$ cat config.mk
export PLATFORM = sky130hd
export DESIGN_NAME = mips_fetch_unit
export DESIGN_NICKNAME = d
export VERILOG_FILES = /design/src/rtl/mips_pkg.sv /design/src/rtl/fetch_fifo.sv /design/src/rtl/mips_fetch_unit.sv
export SDC_FILE = /design/constraint.sdc
export NUM_CORES = 1
export LEC_CHECK = 0
export CORE_MARGIN = 4
export CORE_UTILIZATION = 50
export DETAILED_ROUTE_END_ITERATION = 10
export PLACE_DENSITY = 0.77
export SETUP_SLACK_MARGIN = 0.1
export SYNTH_ARGS = -nofsm -noshare
export SYNTH_HDL_FRONTEND = slang
export SYNTH_HIERARCHICAL = 1
export SYNTH_SLANG_ARGS = --single-unit
export TNS_END_PERCENT = 20
$ cat constraint.sdc
create_clock -name clk -period 7.15 [get_ports clk]
set_input_delay 1.43 -clock clk [delete_from_list [all_inputs] [get_ports clk]]
set_output_delay 1.43 -clock clk [all_outputs]
set_load 0.02 [all_outputs]
$ cat src/rtl/mips_pkg.sv
// rtl/mips_pkg.sv - shared types and constants for the MIPS fetch unit
//
// Purpose: fetch FSM state encoding, instruction width, PC increment and
//          the word-offset mask used to align redirect targets.
// Ports:   none (package).
package mips_pkg;

    typedef enum logic [1:0] {
        FS_IDLE    = 2'd0,  // no request outstanding
        FS_REQ     = 2'd1,  // request outstanding, returned word is kept
        FS_DISCARD = 2'd2   // request outstanding, returned word is dropped
    } fetch_state_t;

    localparam int unsigned INSTR_WIDTH = 32;
    localparam int unsigned PC_INCR     = 4;

    // Byte-offset bits inside a word; an address ANDed with the inverse of
    // this mask is word aligned.
    localparam logic [1:0] WORD_OFFSET_MASK = 2'b11;

endpackage

$ cat src/rtl/fetch_fifo.sv
// rtl/fetch_fifo.sv - synchronous FIFO buffering fetched {instr, pc} entries
//
// Purpose: DEPTH-entry circular buffer with push, pop and flush; flush wins
//          over push and pop in the same cycle.
// Ports:   clk, nrst        - clock, async active-low reset
//          push, wdata      - write an entry (ignored when full without pop)
//          pop              - drop the head entry (ignored when empty)
//          flush            - empty the buffer
//          rdata, valid     - head entry and its validity
//          count            - number of stored entries
module fetch_fifo
    import mips_pkg::*;
#(
    parameter int WIDTH = 64,
    parameter int DEPTH = 4
) (
    input  logic                     clk,
    input  logic                     nrst,
    input  logic                     push,
    input  logic                     pop,
    input  logic                     flush,
    input  logic [WIDTH-1:0]         wdata,
    output logic [WIDTH-1:0]         rdata,
    output logic                     valid,
    output logic [$clog2(DEPTH):0]   count
);

    localparam int PW = $clog2(DEPTH);
    localparam int CW = PW + 1;

    logic [WIDTH-1:0] mem [DEPTH];
    logic [PW-1:0]    wr_ptr;
    logic [PW-1:0]    rd_ptr;
    logic             do_push;
    logic             do_pop;

    assign do_pop  = pop && (count != '0);
    // A push into a full buffer is accepted only when the head leaves in the same cycle.
    assign do_push = push && ((count < CW'(DEPTH)) || do_pop);

    always_ff @(posedge clk or negedge nrst) begin
        if (!nrst) begin
            wr_ptr <= '0;
            rd_ptr <= '0;
            count  <= '0;
        end else if (flush) begin
            wr_ptr <= '0;
            rd_ptr <= '0;
            count  <= '0;
        end else begin
            if (do_push) wr_ptr <= wr_ptr + 1'b1;
            if (do_pop)  rd_ptr <= rd_ptr + 1'b1;
            count <= count + CW'(do_push) - CW'(do_pop);
        end
    end

    always_ff @(posedge clk) begin
        if (do_push && !flush) mem[wr_ptr] <= wdata;
    end

    assign rdata = mem[rd_ptr];
    assign valid = (count != '0);

endmodule

$ cat src/rtl/mips_fetch_unit.sv
// rtl/mips_fetch_unit.sv - decoupled MIPS instruction fetch stage
//
// Purpose: issues word fetches over a req/ack handshake to a variable-latency
//          instruction memory, buffers returned words and hands
//          {instr, pc, pc+4} to decode over valid/ready. Redirects flush the
//          buffer and squash any in-flight fetch.
// Ports:   clk, nrst                    - clock, async active-low reset
//          redirect_valid, redirect_pc  - taken branch/jump target
//          imem_req, imem_addr          - fetch request and word address
//          imem_ack, imem_rdata         - fetch completion and instruction
//          out_valid, out_ready         - decode handshake
//          out_instr, out_pc, out_pc_plus4 - head instruction and its pcs
module mips_fetch_unit
    import mips_pkg::*;
#(
    parameter int                    ADDR_WIDTH = 32,
    parameter int                    DATA_WIDTH = 32,
    parameter int                    DEPTH      = 4,
    parameter logic [ADDR_WIDTH-1:0] RESET_PC   = '0
) (
    input  logic                  clk,
    input  logic                  nrst,
    input  logic                  redirect_valid,
    input  logic [ADDR_WIDTH-1:0] redirect_pc,
    output logic                  imem_req,
    output logic [ADDR_WIDTH-1:0] imem_addr,
    input  logic                  imem_ack,
    input  logic [DATA_WIDTH-1:0] imem_rdata,
    output logic                  out_valid,
    input  logic                  out_ready,
    output logic [DATA_WIDTH-1:0] out_instr,
    output logic [ADDR_WIDTH-1:0] out_pc,
    output logic [ADDR_WIDTH-1:0] out_pc_plus4
);

    localparam int CW = $clog2(DEPTH) + 1;
    localparam int EW = DATA_WIDTH + ADDR_WIDTH;

    fetch_state_t          state;
    logic [ADDR_WIDTH-1:0] fetch_pc;
    logic [ADDR_WIDTH-1:0] discard_addr;
    logic [ADDR_WIDTH-1:0] redirect_aligned;
    logic [CW-1:0]         count;
    logic [CW-1:0]         count_next;
    logic                  push;
    logic                  pop;
    logic                  space;
    logic                  head_valid;
    logic [EW-1:0]         head_data;
    logic [ADDR_WIDTH-1:0] head_pc;

    assign redirect_aligned = redirect_pc & ~ADDR_WIDTH'(WORD_OFFSET_MASK);

    // Only words returned in REQ without a concurrent redirect are kept.
    assign push = (state == FS_REQ) && imem_ack && !redirect_valid;
    assign pop  = head_valid && out_ready;

    // Occupancy after this cycle's push/pop/flush decides whether a new
    // request may start, so an acked word always finds a free slot.
    always_comb begin
        count_next = count;
        if (redirect_valid) count_next = '0;
        else                count_next = count + CW'(push) - CW'(pop);
    end
    assign space = (count_next < CW'(DEPTH));

    always_ff @(posedge clk or negedge nrst) begin
        if (!nrst) begin
            state        <= FS_IDLE;
            fetch_pc     <= RESET_PC;
            discard_addr <= RESET_PC;
        end else begin
            case (state)
                FS_IDLE: begin
                    if (redirect_valid) fetch_pc <= redirect_aligned;
                    if (space) state <= FS_REQ;
                end
                FS_REQ: begin
                    if (redirect_valid) begin
                        fetch_pc <= redirect_aligned;
                        // Unacked request must be completed at its old address.
                        if (!imem_ack) begin
                            state        <= FS_DISCARD;
                            discard_addr <= fetch_pc;
                        end
                    end else if (imem_ack) begin
                        fetch_pc <= fetch_pc + ADDR_WIDTH'(PC_INCR);
                        if (!space) state <= FS_IDLE;
                    end
                end
                FS_DISCARD: begin
                    if (redirect_valid) fetch_pc <= redirect_aligned;
                    if (imem_ack) state <= FS_REQ;
                end
                default: state <= FS_IDLE;
            endcase
        end
    end

    assign imem_req  = (state != FS_IDLE);
    assign imem_addr = (state == FS_DISCARD) ? discard_addr : fetch_pc;

    fetch_fifo #(
        .WIDTH (EW),
        .DEPTH (DEPTH)
    ) u_fifo (
        .clk   (clk),
        .nrst  (nrst),
        .push  (push),
        .pop   (pop),
        .flush (redirect_valid),
        .wdata ({imem_rdata, fetch_pc}),
        .rdata (head_data),
        .valid (head_valid),
        .count (count)
    );

    // Payload is gated so an empty buffer presents zeros, not stale entries.
    assign head_pc      = head_data[ADDR_WIDTH-1:0];
    assign out_valid    = head_valid;
    assign out_instr    = head_valid ? head_data[EW-1:ADDR_WIDTH] : '0;
    assign out_pc       = head_valid ? head_pc : '0;
    assign out_pc_plus4 = head_valid ? head_pc + ADDR_WIDTH'(PC_INCR) : '0;

endmodule

* Word level (Yosys, flattened, before mapping)
Memory sizes are Yosys's and may differ from the RTL's.
Index checks and enable logic that the tools add are counted.
** Operators by class
- Muxes and demuxes :: 23
- Magnitude comparators :: 2
- Bitwise logic cells :: 1
- Eq/ne operators :: 8
- Div/mod/pow operators :: 0
- Shift operators :: 0
- Reduce and logical (&&, ||, !) cells :: 18
- Add/sub/neg operators :: 8
- $mul :: 0
** Operators by type and width (count)
- 32-bit two-way mux :: 7
- 32-bit by 3-bit adder with 32-bit output (second input constant) :: 2
- 32-bit case mux with 2 select lines :: 1
- 2-bit two-way mux :: 10
- 3-bit inequality test (second input constant) :: 3
- 2-bit nonzero test :: 4
- 3-bit by 1-bit adder with 3-bit output :: 2
- 1-bit logical AND :: 6
- 3-bit < comparator (second input constant) :: 2
- 3-bit two-way mux :: 2
- 2-bit case mux with 3 select lines :: 1
- 3-bit AND reduction :: 2
- 3-bit by 1-bit subtractor with 3-bit output :: 2
- 5-bit AND reduction :: 1
- 2-bit by 1-bit adder with 2-bit output (second input constant) :: 2
- 2-bit inequality test (second input constant) :: 2
- 3-bit nonzero test :: 1
- 2-bit by 1-bit equality test with 1-bit output (second input constant) :: 1
- 2-bit equality test (second input constant) :: 1
- 2-bit logical NOT :: 1
- 1-bit two-way mux :: 2
- 2-bit by 1-bit inequality test with 1-bit output (second input constant) :: 1
- 2-bit OR reduction :: 1
- 1-bit logical NOT :: 1
- other kinds (2) :: 2
** Storage, ports and cells
- Bits in registers :: 73
- Memory bits (read-only) :: 0
- Bits in latches :: 0
- Memories kept :: 1
- RAM bits :: 256
- Logic and storage cells :: 67
** Memories
- u_fifo.mem :: depth 4, bits a word 64, read ports 1, clocked after Yosys merged registers in 0, wr ports 1, line fetch_fifo.sv:31 : logic [WIDTH-1:0] mem [DEPTH];

* Logic depth before layout (Yosys ltp)
- Depth in word-level cells :: 11
- Depth in mapped cells :: 12

* Hierarchy
The synthesis kept the hierarchy.
** Modules (own cells, without submodules)
- fetch_fifo :: instances 1, seq. area each 7862.5 µm², area an instance 9683.0 µm², cells an instance 378
- mips_fetch_unit :: instances 1, seq. area each 1551.5 µm², area an instance 4914.7 µm², cells an instance 581

* Worst setup path after synthesis
Ideal clock, no wire load.
- Path kind :: input -> register
- Start :: input port redirect_valid
- End :: memory u_fifo.mem[1][0], enable pin
- Stages on the path :: 5
- Arrival time :: 6727 ps
- Buffers on the path :: 1
- Path slack :: -155 ps
- Required time :: 6572 ps
- Cell sequence :: nand4bb_1 clkbuf_1 inv_1 nand2b_1 nor3b_1
** On the way
- Word-level cells in the longest chain between the ends :: 6
** RTL lines
- start: declaration :: line mips_fetch_unit.sv:23 : input logic redirect_valid,
- 1-bit logical NOT :: line mips_fetch_unit.sv:55 : assign push = (state == FS_REQ) && imem_ack && !redirect_valid;
- 1-bit logical AND :: line mips_fetch_unit.sv:55
- via push :: line mips_fetch_unit.sv:45 : logic push;
- 1-bit logical AND :: line fetch_fifo.sv:39 : assign do_push = push && ((count < CW'(DEPTH)) || do_pop);
- 1-bit logical AND :: line fetch_fifo.sv:58 : if (do_push && !flush) mem[wr_ptr] <= wdata;
- 1-bit two-way mux :: line fetch_fifo.sv:58
- 1-bit two-way mux (implied by the code) :: line fetch_fifo.sv:58
- end: declaration :: line fetch_fifo.sv:31
The timed path passes the listed nets, and every way through them passes these cells.

* Worst setup path in the final report
- Start :: register u_fifo.rd_ptr[0]
- End :: output port out_pc_plus4[26]
** On the way
- Word-level cells in the longest chain between the ends :: 3
** RTL lines
- start: declaration :: line fetch_fifo.sv:33 : logic [PW-1:0] rd_ptr;
- start signal: assignment :: line fetch_fifo.sv:52 : if (do_pop) rd_ptr <= rd_ptr + 1'b1;
- memory 4 x 64 bit
- via head_data[2] :: line mips_fetch_unit.sv:49 : logic [EW-1:0] head_data;
- 32-bit by 3-bit adder with 32-bit output :: line mips_fetch_unit.sv:123 : assign out_pc_plus4 = head_valid ? head_pc + ADDR_WIDTH'(PC_INCR) : '0;
- 32-bit two-way mux :: line mips_fetch_unit.sv:123
- end: declaration :: line mips_fetch_unit.sv:33 : output logic [ADDR_WIDTH-1:0] out_pc_plus4
The timed path passes the listed nets, and every way through them passes these cells.

==> Flow_metrics.wiki <==
{| class="wikitable"
! Metric !! Value
|-
| Total number of placement rows || 62
|-
| Vias post-DR || 9150
|-
| Portion of total power attributed to combinational logic || 0.330
|-
| Power dissipated by switching net loads || 2.19 mW
|-
| Most common flop cell mapped by yosys || sky130_fd_sc_hd__edfxtp_1
|-
| CTS clk-pin slew, worst paths || 0.06 ns
|-
| Crit Path Max Fanout || 43
|-
| Clock tree from TritonCTS || yes
|-
| Delay contributed by the slowest stage of the critical path || 1.00 ns
|-
| Final critical path time including I/O delays and setup || 5.96 ns
|-
| Number of cells upsized or downsized after cts || 0
|-
| Area growth syn-to-layout || 23.0%
|-
| Total number of yosys warnings || 6
|-
| Kind of start point of the critical path || register
|-
| Detailed-route wire length || 32400 µm
|-
| Die height || 179 µm
|-
| Portion of the clock cycle consumed by the worst path in the final layout || 0.834
|-
| Worst Setup End Kind || output port
|-
| Final global-route overflow total || 0
|-
| Mapped Area || 14600 µm²
|-
| Cells along the critical path || mux4_2, ha_1, nand2_1, or4_1, or4_1, a21oi_1, clkdlybuf4s50_1
|-
| Relative contribution of the clock network to total power || 0.263
|-
| Insertion delay to the later sink of the worst-skew pair || 0.51 ns
|-
| Number of buffers created by CTS || 34
|-
| Maximum level of the CTS H-tree || 2
|-
| PortBufs || 194
|-
| Largest net degree at the start of global routing || 70
|-
| Number of ports placed on the die boundary || 199
|-
| Vias per Instance || 5.88
|-
| Length in cells of the worst reg-to-reg path || 12
|-
| Number of cells on the worst hold path || 1
|-
| Final weighted congestion of routability-driven global placement || 0.819
|-
| Antenna viol nets, final || 0
|-
| Power Density || 367 nW/µm²
|-
| Die W || 179 µm
|-
| Async set-or-reset flop fraction in the synthesized netlist || 0.212
|-
| Total power || 6.59 mW
|-
| First-pass GRT wire length || 50700 µm
|-
| Number of antenna violations at the first check in global routing || 1
|-
| Number of clock sinks seen by CTS || 325
|-
| Relative slew margins || 0.351
|-
| Hold Crit Class || register to register
|-
| Sequential power share || 0.407
|-
| Data arrival at the endpoint of the critical path || 4.53 ns
|-
| Quantity of hold-fixing buffers added after cts || 0
|-
| First-pass detailed-route iteration total || 8
|-
| Most frequent cell on the critical path || sky130_fd_sc_hd__or4_1
|-
| Switching power as a share of total power || 0.332
|-
| Unrepaired setup endpoints after global routing || false
|-
| Post-detailed-route wirelength per cell || 20.8 µm
|-
| Flop and latch count out of synthesis || 325
|-
| Worst IR drop on VDD || 278 µV
|-
| Sequential element share of the synthesized area || 0.645
|-
| Leakage component of the power || 5.93 nW
|-
| Aggregate negative setup slack || 0 ns
|-
| Number of cells produced by synthesis || 959
|-
| Number of synthesized flops with an enable pin || 256
|-
| Longest Clk Path Bufs || 3
|-
| Number of pins with negative max-slew slack in the final report || 0
|-
| Effective utilization at floorplan || 0.507
|-
| Data required time of the worst path || 5.72 ns
|-
| Internal Power || 4.40 mW
|-
| Postcts setup bufs || 0
|-
| Actual transition at the worst max-transition pin || 0.973 ns
|-
| Worst Setup Slack, final || 1.19 ns
|-
| Setup violations, final || 0
|-
| Post-route DRC || 0
|-
| Die Outline Area || 32000 µm²
|-
| Number of DRC markers after the initial detailed-route iteration || 909
|-
| Count of inserted antenna diode cells || 0
|-
| Status || complete, no violations
|-
| Final hold violation count || 0
|-
| Vias in the first global route || 8924
|-
| Total GRT Usage || 0.202
|-
| Cell at the slowest stage of the critical path || sky130_fd_sc_hd__dfrtp_4
|-
| Cell at the root of the clock tree || sky130_fd_sc_hd__clkbuf_16
|-
| Achievable frequency || 0.168 GHz
|-
| Syn_area_per_cell || 15.2 µm²
|-
| Post-DP HPWL || 20300 µm
|-
| Distinct cell type count after synthesis || 63
|-
| Clock Skews || 0.0178 ns
|-
| Max-cap violations || 0
|-
| # nets final || 1226
|-
| Critical Setup Path Class || register to output port
|-
| Core Area || 28800 µm²
|-
| Fraction of final layout cells sized beyond drive strength 1 || 0.180
|-
| End-of-flow core utilization || 0.624
|-
| Worst-case setup slack after placement || 1.66 ns
|}
metal layers:
| layer | vias to the layer above | wire length (µm) | global-route usage |
|---|---|---|---|
| met4 | 2 | 436 | 0.0435 |
| met1 | 4616 | 14400 | 0.309 |
| met2 | 382 | 14900 | 0.307 |
| li1 | 4118 | - | - |
| met3 | 32 | 2680 | 0.0396 |
| met5 | - | 11 | 0 |
final timing paths:
path                               endpoint        startpoint  slack, ns
setup / recovery           out_pc_plus4[26]  u_fifo/rd_ptr[0]       1.19
hold / removal              discard_addr[5]   discard_addr[5]       0.50
setup reg to reg            u_fifo/count[2]   u_fifo/count[1]       3.73
hold reg to reg             discard_addr[5]   discard_addr[5]       0.50
max in group asynchronous  u_fifo/rd_ptr[0]              nrst       5.32
min in group asynchronous   discard_addr[5]              nrst       1.12
layout by cell type, fill, tap and decap left out, types with 20 or more instances in the layout:
cell                                n
sky130_fd_sc_hd__nand2_1           37
sky130_fd_sc_hd__clkbuf_16         35
sky130_fd_sc_hd__nand3_1           30
sky130_fd_sc_hd__edfxtp_1         256
sky130_fd_sc_hd__a21oi_1           38
sky130_fd_sc_hd__mux2_2            60
sky130_fd_sc_hd__clkdlybuf4s50_1  193
sky130_fd_sc_hd__nor2_1            38
sky130_fd_sc_hd__mux4_2            64
sky130_fd_sc_hd__o21ai_0           20
sky130_fd_sc_hd__and2_1            62
sky130_fd_sc_hd__dfrtp_1           67
cells in the mapped netlist (3+ instances only):
cell,n,area share
sky130_fd_sc_hd__mux2_2,60,0.046
sky130_fd_sc_hd__nor3_1,11,0.0038
sky130_fd_sc_hd__and4_1,5,0.0030
sky130_fd_sc_hd__xor2_1,7,0.0042
sky130_fd_sc_hd__edfxtp_1,256,0.53
sky130_fd_sc_hd__dfrtp_1,69,0.12
sky130_fd_sc_hd__buf_6,7,0.0054
sky130_fd_sc_hd__inv_1,18,0.0046
sky130_fd_sc_hd__a31oi_1,3,0.0013
sky130_fd_sc_hd__o311ai_0,3,0.0018
sky130_fd_sc_hd__clkbuf_1,38,0.0098
sky130_fd_sc_hd__o31ai_1,12,0.0062
sky130_fd_sc_hd__or4_1,15,0.0077
sky130_fd_sc_hd__and3_1,7,0.0030
sky130_fd_sc_hd__nand3_1,30,0.010
sky130_fd_sc_hd__nor2b_1,6,0.0026
sky130_fd_sc_hd__a41o_1,4,0.0027
sky130_fd_sc_hd__o22ai_1,4,0.0017
sky130_fd_sc_hd__xnor2_1,9,0.0054
sky130_fd_sc_hd__or3_2,3,0.0015
sky130_fd_sc_hd__mux4_2,64,0.099
sky130_fd_sc_hd__nand4_1,18,0.0077
sky130_fd_sc_hd__or3_1,10,0.0043
sky130_fd_sc_hd__nor4_1,9,0.0039
sky130_fd_sc_hd__a32oi_1,8,0.0048
sky130_fd_sc_hd__nand3b_1,5,0.0026
sky130_fd_sc_hd__o211ai_1,8,0.0041
sky130_fd_sc_hd__nor3b_1,4,0.0021
sky130_fd_sc_hd__or2_2,3,0.0013
sky130_fd_sc_hd__and2_1,62,0.027
sky130_fd_sc_hd__nand2_1,37,0.0095
sky130_fd_sc_hd__nand2b_1,3,0.0013
sky130_fd_sc_hd__buf_4,6,0.0031
sky130_fd_sc_hd__nor2_1,38,0.0098
sky130_fd_sc_hd__a211oi_1,5,0.0026
sky130_fd_sc_hd__buf_2,14,0.0048
sky130_fd_sc_hd__ha_1,10,0.0086
sky130_fd_sc_hd__o21ai_0,20,0.0069
sky130_fd_sc_hd__a21oi_1,38,0.013
registers in the layout (all words and copies together) (netlist names):
| register | cells |
|---|---|
| u_fifo/mem | 256 |
| state | 2 |
| discard_addr | 30 |
| u_fifo/rd_ptr | 2 |
| fetch_pc | 30 |
| u_fifo/wr_ptr | 2 |
| u_fifo/count | 3 |
logic make-up after synthesis:
group,Yosys count,share of synthesized area
xor gates and xnor gates,16,0.00960
adders and majority gates,11,0.00994
muxes,124,0.145
other,1,0.000257
DFF,325,0.645
buffers and inverters,87,0.0291
and+or+nand+nor,274,0.107
AOI/OAI and AO/OA,121,0.0544
cell type report:
cell class,count,area (µm²)
Multi-Input combinational cell,556,4820
Fill cell,2087,10800
Tap cell,384,480
Clock inverter,16,176
Sequential cell,325,9420
Inverter,19,71.3
Clock buffer,45,923
Timing Repair Buffer,210,2060
power by group through the flow:
stage               registers [mW]  clock network [mW]  logic, mW
global placement              2.69                   0       2.15
floorplan                     2.54                   0       1.39
global route                  2.73                1.86       2.34
finish                        2.68                1.73       2.17
CTS                           2.68                1.77       2.19
detailed placement            2.71                   0       2.18
critical path, delay by kind of cell, from the launching register on:
kind | cells | cell delay, ns
multiplexers | 1 | 0.48
AO/OA/AOI/OAI | 1 | 0.19
adder cells (fa/ha/maj) | 1 | 0.30
AND/OR/NAND/NOR | 3 | 1.42
buffers and inverters | 1 | 0.63
flip-flops | 1 | 1.00
metrics by stage:
step | area, µm² | instances | hold WS, ns
after floorplan | 14600 | 968 | 0.471
after global placement | 16900 | 1494 | 0.483
after detailed placement | 16900 | 1494 | 0.492
after CTS | 18000 | 1555 | 0.505
after global routing | 18000 | 1555 | 0.514
final | 18000 | 1555 | 0.499
(Power assumes the default switching activity.)
